File: config.mk
export PLATFORM = sky130hd
export DESIGN_NAME = mem_wb_stage
export DESIGN_NICKNAME = d
export VERILOG_FILES = /design/src/rtl/mem_wb_stage_pkg.sv /design/src/rtl/mem_wb_stage_load_extend.sv /design/src/rtl/mem_wb_stage.sv
export SDC_FILE = /design/constraint.sdc
export NUM_CORES = 1
export LEC_CHECK = 0
export CAP_MARGIN = 10
export CORE_ASPECT_RATIO = 0.75
export CORE_MARGIN = 5
export CORE_UTILIZATION = 48
export CTS_BUF_LIST = sky130_fd_sc_hd__clkbuf_4 sky130_fd_sc_hd__clkbuf_8
export DETAILED_ROUTE_END_ITERATION = 8
export PLACE_DENSITY = 0.84
export SYNTH_ARGS = -nofsm -noshare
export SYNTH_HDL_FRONTEND = slang
export SYNTH_HIERARCHICAL = 1
export SYNTH_SLANG_ARGS = --single-unit
File: constraint.sdc
create_clock -name clk -period 3.25 [get_ports clk]
set_input_delay 0.65 -clock clk [delete_from_list [all_inputs] [get_ports clk]]
set_output_delay 0.65 -clock clk [all_outputs]
set_load 0.1 [all_outputs]
File: src/rtl/mem_wb_stage_pkg.sv
// Shared widths and encodings for the memory/write-back stage and its load extender.
// Also defines the packed write-back register layout used by the top module.
package mem_wb_stage_pkg;

  localparam int WORD_LEN      = 32;
  localparam int REG_IDX_WIDTH = 5;
  localparam int ADDR_SIZE     = 32;

  typedef enum logic [1:0] {
    WB_ALU  = 2'b00,
    WB_LOAD = 2'b01,
    WB_PC4  = 2'b10,
    WB_IMM  = 2'b11
  } wb_sel_e;

  localparam logic [2:0] F3_LB  = 3'b000;
  localparam logic [2:0] F3_LH  = 3'b001;
  localparam logic [2:0] F3_LW  = 3'b010;
  localparam logic [2:0] F3_LBU = 3'b100;
  localparam logic [2:0] F3_LHU = 3'b101;

  // Everything the stage holds for one instruction; an all-zero value is a bubble.
  typedef struct packed {
    logic                     valid;
    logic                     first;
    logic [REG_IDX_WIDTH-1:0] rd;
    logic                     reg_write;
    wb_sel_e                  wb_sel;
    logic [ADDR_SIZE-1:0]     pc;
    logic [WORD_LEN-1:0]      alu;
    logic [WORD_LEN-1:0]      imm;
    logic [WORD_LEN-1:0]      mem;
    logic [2:0]               funct3;
  } wb_reg_t;

endpackage

File: src/rtl/mem_wb_stage_load_extend.sv
// Combinational load-data extractor: selects the byte/halfword addressed by the
// low address bits and sign- or zero-extends it according to funct3.
module load_extend
  import mem_wb_stage_pkg::*;
(
  input  logic [2:0]          funct3,
  input  logic [1:0]          offset,
  input  logic [WORD_LEN-1:0] raw,
  output logic [WORD_LEN-1:0] result
);

  logic [7:0]  byte_sel;
  logic [15:0] half_sel;

  function automatic logic [WORD_LEN-1:0] sext8(input logic signed [7:0] b);
    logic signed [WORD_LEN-1:0] r;
    r = b;
    return r;
  endfunction

  function automatic logic [WORD_LEN-1:0] sext16(input logic signed [15:0] h);
    logic signed [WORD_LEN-1:0] r;
    r = h;
    return r;
  endfunction

  function automatic logic [WORD_LEN-1:0] zext8(input logic [7:0] b);
    return WORD_LEN'(b);
  endfunction

  function automatic logic [WORD_LEN-1:0] zext16(input logic [15:0] h);
    return WORD_LEN'(h);
  endfunction

  always_comb begin
    byte_sel = raw[7:0];
    case (offset)
      2'd0: byte_sel = raw[7:0];
      2'd1: byte_sel = raw[15:8];
      2'd2: byte_sel = raw[23:16];
      2'd3: byte_sel = raw[31:24];
      default: byte_sel = raw[7:0];
    endcase
    // Halfword selection looks only at bit 1; a misaligned bit 0 is silently ignored.
    half_sel = offset[1] ? raw[31:16] : raw[15:0];
  end

  always_comb begin
    result = raw;
    case (funct3)
      F3_LB:   result = sext8(byte_sel);
      F3_LH:   result = sext16(half_sel);
      F3_LW:   result = raw;
      F3_LBU:  result = zext8(byte_sel);
      F3_LHU:  result = zext16(half_sel);
      default: result = raw;
    endcase
  end

endmodule

File: src/rtl/mem_wb_stage.sv
// Memory/write-back pipeline register: holds one instruction, drives the register
// file write port once per instruction and a bypass path every held cycle.
// Optional retired-instruction counter enabled by defining MEM_WB_INSTRET_EN.
module mem_wb_stage
  import mem_wb_stage_pkg::*;
(
  input  logic                     clk,
  input  logic                     reset,
  input  logic                     inValid,
  input  logic                     stall,
  input  logic                     flush,
  input  logic [ADDR_SIZE-1:0]     inPc,
  input  logic [REG_IDX_WIDTH-1:0] inRd,
  input  logic                     inRegWrite,
  input  logic [1:0]               inWbSel,
  input  logic [WORD_LEN-1:0]      inAluResult,
  input  logic [WORD_LEN-1:0]      inImm,
  input  logic [WORD_LEN-1:0]      inMemData,
  input  logic [2:0]               inMemFunct3,
  output logic                     writeEnable,
  output logic [REG_IDX_WIDTH-1:0] writeAddr,
  output logic [WORD_LEN-1:0]      writeData,
  output logic [ADDR_SIZE-1:0]     pc,
  output logic                     fwdValid,
  output logic [REG_IDX_WIDTH-1:0] fwdAddr,
  output logic [WORD_LEN-1:0]      fwdData
`ifdef MEM_WB_INSTRET_EN
  ,
  output logic [63:0]              retiredCount
`endif
);

  wb_reg_t             wb_q, wb_d;
  logic [WORD_LEN-1:0] load_data;
  logic [WORD_LEN-1:0] wdata;
  logic                dest_live;

  // Next-state: flush beats stall; a held instruction loses its first-cycle flag.
  always_comb begin
    wb_d       = wb_q;
    wb_d.first = 1'b0;
    if (flush) begin
      wb_d = '0;
    end else if (!stall) begin
      wb_d.valid     = inValid;
      wb_d.first     = inValid;
      wb_d.rd        = inRd;
      wb_d.reg_write = inRegWrite;
      wb_d.wb_sel    = wb_sel_e'(inWbSel);
      wb_d.pc        = inPc;
      wb_d.alu       = inAluResult;
      wb_d.imm       = inImm;
      wb_d.mem       = inMemData;
      wb_d.funct3    = inMemFunct3;
    end
  end

  always_ff @(posedge clk) begin
    if (reset) begin
      wb_q <= '0;
    end else begin
      wb_q <= wb_d;
    end
  end

  // Write-back stage boundary: everything below is combinational from wb_q.
  load_extend u_load_extend (
    .funct3 (wb_q.funct3),
    .offset (wb_q.alu[1:0]),
    .raw    (wb_q.mem),
    .result (load_data)
  );

  always_comb begin
    wdata = wb_q.alu;
    case (wb_q.wb_sel)
      WB_ALU:  wdata = wb_q.alu;
      WB_LOAD: wdata = load_data;
      WB_PC4:  wdata = WORD_LEN'(wb_q.pc + ADDR_SIZE'(4));
      WB_IMM:  wdata = wb_q.imm;
      default: wdata = wb_q.alu;
    endcase
  end

  assign dest_live   = wb_q.valid & wb_q.reg_write & (wb_q.rd != '0);
  assign writeEnable = dest_live & wb_q.first;
  assign writeAddr   = wb_q.rd;
  assign writeData   = wdata;
  assign pc          = wb_q.pc;
  assign fwdValid    = dest_live;
  assign fwdAddr     = wb_q.rd;
  assign fwdData     = wdata;

`ifdef MEM_WB_INSTRET_EN
  logic [63:0] retired_q, retired_d;

  always_comb begin
    retired_d = retired_q;
    if (wb_q.valid && wb_q.first) begin
      retired_d = retired_q + 64'd1;
    end
  end

  always_ff @(posedge clk) begin
    if (reset) begin
      retired_q <= '0;
    end else begin
      retired_q <= retired_d;
    end
  end

  assign retiredCount = retired_q;
`endif

endmodule

== Word-level counts from Yosys, hierarchy flattened ==
Cells that the tools add are included.

* Register bits: 141
* Bits in latches: 0
* Bits in writable memories: 0
* Memory bits (read-only): 0
* Bits of input ports: 144
* Output and inout bits: 108
* Word-level logic and storage cells: 33
* Memories: 0

* Add/subtract/negate cells: 1
* $mul: 0
* Div/mod/pow operators: 0
* Magnitude comparators: 0
* Equality and inequality tests: 9
* Shifts and indexed selects: 0
* Mux-type cells: 4
* Bitwise logic cells: 3
* Reduce and logical (&&, ||, !) cells: 6

{| class="wikitable"
|+ Operator list
! kind !! number
|-
| $pmux W32 S4 || 2
|-
| $add A32 B3 Y32 const B || 1
|-
| $pmux W8 S4 || 1
|-
| $mux W16 || 1
|-
| $eq A2 B2 Y1 const B || 4
|-
| $eq A3 B3 Y1 const B || 2
|-
| $reduce_bool A5 Y1 || 1
|-
| $eq A2 B1 Y1 const B || 2
|-
| $logic_not A2 Y1 || 2
|-
| $and A1 B1 Y1 || 3
|-
| $eq A3 B1 Y1 const B || 1
|-
| $logic_not A3 Y1 || 1
|-
| $reduce_or A3 Y1 || 1
|-
| $reduce_or A2 Y1 || 1
|}

== Depth between registers and ports, before layout ==
Gate-level depths: netlist of run 1.

* Depth after elaboration: 4
* Depth in mapped cells: 12
* Gate-level depth less buffers: 8

== Modules after synthesis ==
The synthesis of run 1 kept the hierarchy.

{| class="wikitable"
|+ By module, submodules not included
! module !! instances !! cells an instance !! area an instance (um^2) !! seq. area each (um^2)
|-
| mem_wb_stage || 1 || 666 || 6,845.3 || 2,822.7
|-
| load_extend || 1 || 110 || 649.4 || 0.0
|}

== Least setup slack after synthesis of run 1 ==
OpenSTA, ideal clock, no wires.

* Kind: reg2out
* Start point: register wb_q[0] in the netlist's numbering
* End point: output writeData[29]
* Arrival: 3,603 ps
* Data required time: 2,600 ps
* Slack: -1,003 ps
* Stages on the path, launching flop included: 12
* Buffers on the path: 4
* Cell sequence: dfxtp_1 buf_2 inv_1 o41a_2 buf_6 buf_6 nand2_1 mux2i_1 nor2_1 a21oi_1 a31oi_1 buf_4

* Cells in the longest elaborated chain, start to end: 3
* Elaborated cells on any way between the ends: 6
* Classes of those cells: 3 x eq/ne; 2 x mux; 1 x reduce/logical

{| class="wikitable"
|+ Ends and longest elaborated chain
! element !! line !! text
|-
| start: declaration || mem_wb_stage.sv:33 || <nowiki>wb_reg_t wb_q, wb_d;</nowiki>
|-
| start signal: assignment || mem_wb_stage.sv:62 || <nowiki>wb_q <= wb_d;</nowiki>
|-
| $eq A3 B3 Y1, or another cell as far along || mem_wb_stage_load_extend.sv:50 || <nowiki>case (funct3)</nowiki>
|-
| $pmux W32 S4 * || mem_wb_stage_load_extend.sv:50 ||
|-
| named net load_data[29] || mem_wb_stage.sv:34 || <nowiki>logic [WORD_LEN-1:0] load_data;</nowiki>
|-
| $pmux W32 S4 * || mem_wb_stage.sv:76 || <nowiki>case (wb_q.wb_sel)</nowiki>
|-
| end: declaration || mem_wb_stage.sv:22 || <nowiki>output logic [WORD_LEN-1:0] writeData,</nowiki>
|}

Mark *: on every way through the listed nets, which the timed path passes. The rest lies on a longest branch.

== Worst setup path in the final report of run 1 ==
* Start point: register wb_q[68] in the netlist's numbering
* End point: output fwdData[22]

* Cells in the longest elaborated chain, start to end: 4
* Elaborated cells on any way between the ends: 8
* Classes of those cells: 3 x eq/ne; 4 x mux; 1 x reduce/logical

{| class="wikitable"
|+ Ends and longest elaborated chain
! element !! line !! text
|-
| $eq A2 B2 Y1, or another cell as far along || mem_wb_stage_load_extend.sv:37 || <nowiki>case (offset)</nowiki>
|-
| $pmux W8 S4 || mem_wb_stage_load_extend.sv:37 ||
|-
| $pmux W32 S4 * || mem_wb_stage_load_extend.sv:50 ||
|-
| named net load_data[22] || mem_wb_stage.sv:34 ||
|-
| $pmux W32 S4 * || mem_wb_stage.sv:76 ||
|-
| end: declaration || mem_wb_stage.sv:26 || <nowiki>output logic [WORD_LEN-1:0] fwdData</nowiki>
|}

Marked as above.

==> results of run 1 <==
[power breakdown]
group          switching (uW)  internal [uW]
sequential               59.0           1780
combinational             622            453
clock                     709            702
total                    1390           2940
[state kept, by name (all words and copies together) (netlist names)]
| register | count |
|---|---|
| wb_q | 104 |
| pc | 32 |
| fwdAddr | 5 |
[area by class of cell]
cell class / instances / area share
clock buffer: 19 / 0.02288
clock inverter: 12 / 0.01288
multi-input combinational: 506 / 0.3714
timing repair buffer: 278 / 0.3037
inverter: 7 / 0.002759
sequential: 141 / 0.2628
tap: 205 / 0.02357
[layout by cell type (no fill, tap or decap), types with 3 or more instances in the layout]
cell type        netlist  final
buf_12                 0     67
nor2b_1                3      3
and3_1                 4      3
clkinv_4               0      4
a22o_1                 7      7
inv_1                  7      6
xor2_1                12     12
buf_6                  2      3
xnor2_1               15     15
clkbuf_8               0     18
buf_4                 74     64
o21ai_0               10      8
dfxtp_1              141    115
a22oi_1               13     11
nor4_2                 1      4
dfxtp_2                0     24
clkdlybuf4s50_1        0    142
nand4_1                7      7
nor2_1               149    148
clkinvlp_4             0      4
nand3_1               13     11
nand2_1               58     54
mux2_2                 7      7
nand2_2                0      4
mux4_2                32     32
mux2i_1              142    141
[routing by layer]
| layer | GRT usage | vias to the layer above | wire length, um |
|---|---|---|---|
| li1 | - | 2962 | - |
| met1 | 0.3374 | 3047 | 9939 |
| met2 | 0.4081 | 292 | 11390 |
| met3 | 0.08476 | 26 | 2161 |
| met4 | 0.05185 | 0 | 278 |
| met5 | 0 | - | 0 |
[cells by family (layout without fill, tap and decap cells)]
kind of cell | Yosys count | count (layout) | synth area share
AOI/OAI and AO/OA | 39 | 41 | 0.03706
xor gates and xnor gates | 27 | 27 | 0.03155
adders and majority gates | 1 | 1 | 0.001669
buffers and inverters | 131 | 316 | 0.1057
DFF | 141 | 141 | 0.3766
muxes | 181 | 181 | 0.2963
and+or+nand+nor | 256 | 256 | 0.1511
[per-stage QoR]
step                setup TNS, ns  power, uW
floorplan                       0       2551
global placement                0       2928
detailed placement              0       2943
CTS                             0       4349
global route               -1.208       4497
finish                          0       4330
[final timing paths]
kind	end	slack, ns	cells after the start
max	fwdData[22]	0.04	6
max reg2reg	wb_q[132]	1.88	3
min reg2reg	wb_q[140]	0.49	2
min	wb_q[140]	0.49	2
[worst max-delay path, cell delays in order, from the launching register on]
cell      delay [ns]
dfxtp_4         0.36
mux4_2          0.54
nand3b_4        0.15
o41a_4          0.25
nand2_1         0.07
mux4_2          0.54
buf_12          0.20
[repair_timing]
item,in CTS,in global routing
setup endpoints to repair,48,60
buffers inserted,3,4
cloned,2,0
pin swaps,3,7
gates resized for setup,21,38
==> out/qor.txt, run 1 <==
Run status = completed
Dpl hpwl = 17,480 um
Area leader, netlist = dfxtp_1
Longest Clk Path Bufs = 2
Final min period = 3.211 ns
Pre-antenna DRT Iters = 5
Worst slew pin tran = 0.6466 ns
Synth Warn # = 6
Number of synthesized flops with an enable pin = 0
Final period util = 0.9880
Area contributors post-synth = dfxtp_1 38%, mux2i_1 19%, mux4_2 9.6%, nor2_1 7.5%, buf_4 7.4%
Most instantiated cells after synthesis = 149 x nor2_1, 142 x mux2i_1, 141 x dfxtp_1, 74 x buf_4, 58 x nand2_1
FF+latch area = 0.002860 mm^2
Leak Pwr = 0.004625 uW
Clk sinks = 141
Die height = 118.2 um
Cell area after synthesis = 0.007495 mm^2
Finished Core Util = 0.7125
Vias/cell = 5.417
Worst setup SP type = flop
Max capacitance violation total = 0
Multi-input logic area = 0.004041 mm^2
RSZ-0062 raised after global routing = yes
Pwr per Cell Area = 397.9 mW/mm^2
I/O pins = 252
Initial core utilization = 0.4907
CP startpoint = wb_q[68]
Hold-fix buffers, CTS = 0
IO buf count = 251
Total GRT Usage = 0.2542
Post-DRT Antenna Nets = 0
CP Class = reg2out
Mapped Cells = 776
CTS tree = yes
Critical path peak fanout = 5
CORE AREA = 0.01527 mm^2
Non-filler instance count after layout = 1,168
Peak VDD IR = 0.2038 mV
Die X = 154.3 um
Critical Path RT = 2.60 ns
R2r startpoint = wb_q[132]
Final WL = 23,770 um
Area post-placement = 0.01024 mm^2
Detailed-route via count = 6,327
Worst min-delay path class = reg2reg
Slew Limit Fails = 0
Initial antenna violation count = 0
Post-synthesis sequential area ratio = 0.3766
Yosys top cell area share = 0.3766
Synth Register Bits = 141
Root Driver = clkbuf_8
Syn Area/Cell = 9.658 um^2
Area grow syn2layout = 45.21%
Ys async rst share = 0
Vias in the first global route = 6,376
Gpl congestion = 0.8645
Total CTS buffers = 17
Synth Net Count = 921
Count leader, synth = nor2_1
Placed cells = 1,128
Synth unique cells = 45
Setup Skew = 0 ns
Pre-CTS setup slack = 0.2579 ns
Filler cell count = 1,100
Final Hold Fails = 0
FMAX = 0.3114 GHz
Largest net degree at the start of global routing = 74
Final WS setup = 0.03908 ns
Residual DRC count = 0
Ys flop type = dfxtp_1
CTS H-tree lvls = 4
Die area = 0.01824 mm^2
Layout cells sized above 1 = 0.2752
Final Instance Area = 0.01088 mm^2
Initial DRC count = 441
Worst Hold Launch = wb_q[140]
Worst Setup End Kind = output port
Worst EP arrival = 2.56 ns
Slew margin rel. = 0.5689
CTS clock-pin slew for the worst setup and hold paths = 0.08 ns
Nets = 1,096
First-pass GRT wire length = 36,490 um
Total global routing overflow = 0
WHS = 0.4851 ns
Ant. Diodes = 0
Skew-Pair Late Insertion Delay = 0.43 ns
WL/cell = 20.35 um
Final setup fails = 0
Core Rows = 39
No activity file was read; power rests on OpenSTA's default activity.
==> inputs of run 2 (changes only) <==
--- a/config.mk
+++ b/config.mk
@@ -8,10 +8,10 @@
 export CAP_MARGIN = 10
 export CORE_ASPECT_RATIO = 0.75
 export CORE_MARGIN = 5
-export CORE_UTILIZATION = 48
-export CTS_BUF_LIST = sky130_fd_sc_hd__clkbuf_4 sky130_fd_sc_hd__clkbuf_8
+export CORE_UTILIZATION = 46
+export CTS_BUF_LIST = sky130_fd_sc_hd__clkbuf_16
 export DETAILED_ROUTE_END_ITERATION = 8
-export PLACE_DENSITY = 0.84
+export PLACE_DENSITY = 0.81
 export SYNTH_ARGS = -nofsm -noshare
 export SYNTH_HDL_FRONTEND = slang
 export SYNTH_HIERARCHICAL = 1
==> out/qor.txt, run 2 (synthesis results as in run 1) <==
Run status = completed
Final Hold Fails = 0 (unchanged)
Total GRT Usage = 0.2488 (-0.005476)
Critical Path RT = 2.60 ns (about the same)
Residual DRC count = 0 (unchanged)
Area grow syn2layout = 48.06%
Clk sinks = 141 (unchanged)
Pwr per Cell Area = 440.9 mW/mm^2 (+11%)
Skew-Pair Late Insertion Delay = 0.42 ns (about the same)
Die X = 157.4 um (+2.0%)
Largest net degree at the start of global routing = 142 (+92%)
Total global routing overflow = 0 (unchanged)
Reg2Reg Setup Slack = 2.27 ns (+0.39 ns)
Root Driver = clkbuf_16
Critical path peak fanout = 8 (+3)
CORE AREA = 0.01602 mm^2 (+4.9%)
Initial core utilization = 0.4680 (-0.02273)
Final setup fails = 0 (unchanged)
Longest Clk Path Bufs = 2 (unchanged)
Core Rows = 40 (+2.6%)
Layout cells sized above 1 = 0.2684 (-0.006788)
Post-DRT Antenna Nets = 0 (unchanged)
Worst setup SP type = flop
Worst Hold Launch = wb_q[140]
Die area = 0.01897 mm^2 (+4.0%)
Die height = 120.5 um (+2.0%)
CTS H-tree lvls = 4 (unchanged)
Vias in the first global route = 6,320 (-0.88%)
Final Instance Area = 0.01110 mm^2 (+2.0%)
Final min period = 3.225 ns (+0.01414 ns)
Setup Skew = 0 ns (unchanged)
Filler cell count = 1,182 (+7.5%)
Final WL = 24,280 um (+2.1%)
Final period util = 0.9923 (+0.004350)
IO buf count = 251 (unchanged)
Hold Path End = wb_q[140]
Total CTS buffers = 17 (unchanged)
Initial antenna violation count = 1 (+1)
CP Class = reg2out
Biggest register = wb_q
Reg2reg path depth = 3 (unchanged)
Vias/cell = 5.416 (about the same)
CTS tree = yes
Detailed-route via count = 6,369 (+0.66%)
Area post-placement = 0.01022 mm^2 (-0.16%)
Initial DRC count = 537 (+22%)
Hold-fix buffers, CTS = 0 (unchanged)
Multi-input logic area = 0.004040 mm^2 (about the same)
Dpl hpwl = 17,310 um (-0.97%)
Gpl congestion = 0.8625 (-0.23%)
WHS = 0.4743 ns (-0.01088 ns)
RSZ-0062 raised after global routing = yes
Worst EP arrival = 2.58 ns (+0.02 ns)
Leak Pwr = 0.004718 uW (+2.0%)
Worst r2r dst = wb_q[131]
Commonest non-fill, non-tap cell in the layout = nor2_1
CTS clock-pin slew for the worst setup and hold paths = 0.06 ns (-0.02 ns)
Peak VDD IR = 0.3406 mV (+67%)
Slew margin rel. = 0.5766 (+0.007669)
Max capacitance violation total = 0 (unchanged)
Most frequent cells in the layout = 148 x nor2_1, 142 x clkdlybuf4s50_1, 141 x mux2i_1
Nets = 1,097 (+0.091%)
Pre-antenna DRT Iters = 5 (unchanged)
Max reg flops = 104 (unchanged)
FF+latch area = 0.002869 mm^2 (+0.31%)
First-pass GRT wire length = 36,170 um (-0.87%)
FMAX = 0.3101 GHz (-0.44%)
R2r startpoint = wb_q[131]
I/O pins = 252 (unchanged)
Worst Setup End Kind = output port
Min-Delay Path Depth = 2 (unchanged)
Slew Limit Fails = 0 (unchanged)
Worst slew pin tran = 0.6351 ns (-0.01150 ns)
WL/cell = 20.64 um (+1.4%)
Worst min-delay path class = reg2reg
==> run 2: how the worst max path moves through the flow <==
stage	end	from	slack, ns	depth (start not counted)
5_1_grt	fwdData[28]	pc[23]	-0.06	7
2_1_floorplan	writeData[15]	wb_q[68]	0.02	8
3_5_place_dp	fwdData[4]	wb_q[0]	0.10	6
6_report	fwdData[23]	pc[2]	0.02	7
3_3_place_gp	fwdData[4]	wb_q[0]	0.18	6
4_1_cts	fwdData[30]	pc[25]	0.0005	6
==> run 2: worst max-delay path: stages, from the launching register on <==
cell and delay (ns):
dfxtp_4 0.38, nand4_1 0.22, nor4_4 0.32, buf_6 0.19, nand3_1 0.10, xnor2_1 0.17, mux4_2 0.56, buf_12 0.20
==> run 2: per-layer routing <==
metal / global-route usage / vias up / part of all wire / routed length [um]
li1: - / 2974 / - / -
met1: 0.3198 / 3068 / 0.41 / 9923
met2: 0.4021 / 297 / 0.48 / 11610
met3: 0.08372 / 30 / 0.098 / 2377
met4: 0.06609 / 0 / 0.015 / 367
met5: 0 / - / 0 / 0
==> run 2: report_power, final <==
group | internal [uW] | switching, uW | total (uW)
Combinational | 453 | 623 | 1080
Sequential | 1780 | 59.8 | 1840
Clock | 1140 | 832 | 1970
Total | 3380 | 1520 | 4890
==> run 2: stage by stage <==
step	TNS [ns]	worst slack [ns]	util	power (uW)	std cells
after floorplan	0	0.02177	-	2551	776
after global placement	0	0.1785	0.6384	2928	1130
after detailed placement	0	0.1001	0.6384	2940	1130
after CTS	0	0.0005389	0.6809	4904	1166
after global routing	-0.3464	-0.05739	0.6929	5050	1176
final	0	0.02495	0.6929	4893	1176
==> run 2: what timing repair did <==
action	4_1_cts	5_1_grt
cloned	2	0
endpoints found under the setup margin	48	54
setup buffers	2	9
resized for setup	22	33
pin swaps	1	6
==> run 2: cell type report <==
| type | instances | share of cell area |
|---|---|---|
| Antenna cell | 1 | 0.0002255 |
| Clock buffer | 17 | 0.03834 |
| Clock inverter | 15 | 0.01455 |
| Inverter | 7 | 0.002706 |
| Multi-Input combinational cell | 506 | 0.3641 |
| Sequential cell | 141 | 0.2585 |
| Tap cell | 210 | 0.02368 |
| Timing Repair Buffer | 279 | 0.2979 |
==> inputs of run 3 (changes only) <==
--- a/config.mk
+++ b/config.mk
@@ -7,7 +7,6 @@
 export LEC_CHECK = 0
 export CAP_MARGIN = 10
 export CORE_ASPECT_RATIO = 0.75
-export CORE_MARGIN = 5
 export CORE_UTILIZATION = 46
 export CTS_BUF_LIST = sky130_fd_sc_hd__clkbuf_16
 export DETAILED_ROUTE_END_ITERATION = 8
==> out/qor.txt, run 3 (synthesis results as in run 1) <==
Final WS setup = 0.04081 ns (+0.01586 ns)
Initial DRC count = 583 (+8.6%)
Post-DRT Antenna Nets = 0 (unchanged)
Nets = 1,100 (+0.27%)
Core Rows = 40 (unchanged)
Worst slew pin tran = 0.6841 ns (+0.04896 ns)
Setup Skew = 0 ns (unchanged)
Critical path peak fanout = 7 (-1)
Initial core utilization = 0.4694 (+0.001467)
Final WL = 22,900 um (-5.7%)
First-pass GRT wire length = 34,910 um (-3.5%)
Final period util = 0.9874 (-0.004881)
CTS tree = yes
Commonest non-fill, non-tap cell in the layout = nor2_1
Worst Setup End Kind = output port
Slew margin rel. = 0.5440 (-0.03264)
Final Hold Fails = 0 (unchanged)
Final min period = 3.209 ns (-0.01586 ns)
CP top delay family = simple AND/OR/NAND/NOR gates
Skew-Pair Late Insertion Delay = 0.41 ns (about the same)
Peak VDD IR = 0.4630 mV (+36%)
RSZ-0062 raised after global routing = yes
Detailed-route via count = 6,356 (-0.20%)
Pre-CTS setup slack = 0.2712 ns (+0.1711 ns)
Layout cells sized above 1 = 0.2562 (-0.01220)
WL/cell = 19.44 um (-5.8%)
Vias in the first global route = 6,169 (-2.4%)
I/O pins = 252 (unchanged)
Total global routing overflow = 0 (unchanged)
Total CTS buffers = 17 (unchanged)
Longest Clk Path Bufs = 2 (unchanged)
WHS = 0.4732 ns (-0.001091 ns)
Max reg flops = 104 (unchanged)
Max capacitance violation total = 0 (unchanged)
FF+latch area = 0.002848 mm^2 (-0.74%)
CP Cell Sequence = and4_2, nand4_4, nor3_1, xor2_1, mux4_2, buf_12
Run status = finished with violations
Slowest-stage cell, CP = mux4_2
Slew Limit Fails = 0 (unchanged)
CORE AREA = 0.01597 mm^2 (-0.31%)
Finished Core Util = 0.6970 (+0.004131)
FMAX = 0.3116 GHz (+0.49%)
IO buf count = 251 (unchanged)
Root Driver = clkbuf_16
Multi-input logic area = 0.004001 mm^2 (-0.96%)
Die height = 112.5 um (-6.6%)
Leak Pwr = 0.004785 uW (+1.4%)
Die X = 149.4 um (-5.1%)
Biggest register = wb_q
Worst setup SP type = flop
Worst min-delay path class = reg2reg
CTS H-tree lvls = 4 (unchanged)
CP bufs+invs = 1 (-1)
Worst Hold Launch = wb_q[140]
Gpl congestion = 0.8736 (+1.3%)
Area grow syn2layout = 48.48%
Worst EP arrival = 2.56 ns (-0.02 ns)
Most frequent cells in the layout = 148 x nor2_1, 142 x clkdlybuf4s50_1, 141 x mux2i_1
Dpl hpwl = 16,120 um (-6.9%)
Failing checks = DRC
Largest net degree at the start of global routing = 84 (-41%)
Residual DRC count = 1 (+1)
Ant. Diodes = 0 (-1)
Setup TNS = 0 ns (unchanged)
Critical Path RT = 2.60 ns (about the same)
Pwr per Cell Area = 455.7 mW/mm^2 (+3.4%)
Total GRT Usage = 0.2748 (+0.02601)
Initial antenna violation count = 1 (unchanged)
Vias/cell = 5.396 (-0.37%)
Clk sinks = 141 (unchanged)
CP Class = reg2out
R2r startpoint = wb_q[132]
CP max stage delay = 0.57 ns (about the same)
Filler cell count = 1,188 (+0.51%)
Final setup fails = 0 (unchanged)
CP startpoint = pc[7]
Die area = 0.01681 mm^2 (-11%)
CTS clock-pin slew for the worst setup and hold paths = 0.06 ns (about the same)
Pre-antenna DRT Iters = 7 (+2)
==> run 3: cell types whose count changed in the layout (fill, tap and decap cells not counted), moves of 3 or more <==
cell,change
inv_1,+3
dfxtp_2,+4
bufinv_16,+3
clkinvlp_4,-4
dfxtp_1,+3
dfxtp_4,-7
==> run 3: metrics by stage <==
step / cells / cell area (um^2) / power [uW]
floorplan: 776 / 7510 / 2551
finish: 1178 / 11130 / 5071
global route: 1178 / 11130 / 5213
CTS: 1170 / 11000 / 5088
global placement: 1135 / 10290 / 2929
detailed placement: 1135 / 10290 / 2941
==> run 3: what timing repair did <==
item,4_1_cts,5_1_grt
setup endpoints to repair,34,48
gates resized for setup,11,21
hold buffers,0,0
cloned,2,0
pin swaps,1,2
buffers inserted,1,8
==> run 3: path summary, 6_finish.rpt <==
check	to	cells after the start	slack (ns)
worst max-delay path	fwdData[22]	6	0.04
worst min-delay path	wb_q[140]	2	0.47
worst max register to register	wb_q[132]	3	1.93
worst min register to register	wb_q[140]	2	0.47
==> run 3: worst min-delay path: stages (launching register included) <==
cell and delay, ns:
dfxtp_1 0.31, nand2_1 0.06, a21oi_1 0.05
==> run 3: layout make-up <==
cell class / count / share of cell area
clock buffer: 17 / 0.03823
clock inverter: 15 / 0.01968
inverter: 7 / 0.002361
multi-input combinational: 506 / 0.3596
sequential: 141 / 0.2559
tap: 210 / 0.02361
timing repair buffer: 282 / 0.3007
==> run 3: routing by layer <==
metal / wire, um / up-vias / global-route usage
met2: 10860 / 315 / 0.4500
li1: - / 2977 / -
met1: 9838 / 3041 / 0.3624
met5: 9 / - / 0
met4: 180 / 2 / 0.05306
met3: 2007 / 21 / 0.07561
==> run 3: power by group <==
| part | internal, uW | leakage (uW) | switching [uW] | total, uW |
|---|---|---|---|---|
| clock network | 1370 | 0.000323 | 785 | 2150 |
| logic | 456 | 0.00331 | 622 | 1080 |
| registers | 1790 | 0.00116 | 56.3 | 1840 |
| total | 3610 | 0.00479 | 1460 | 5070 |
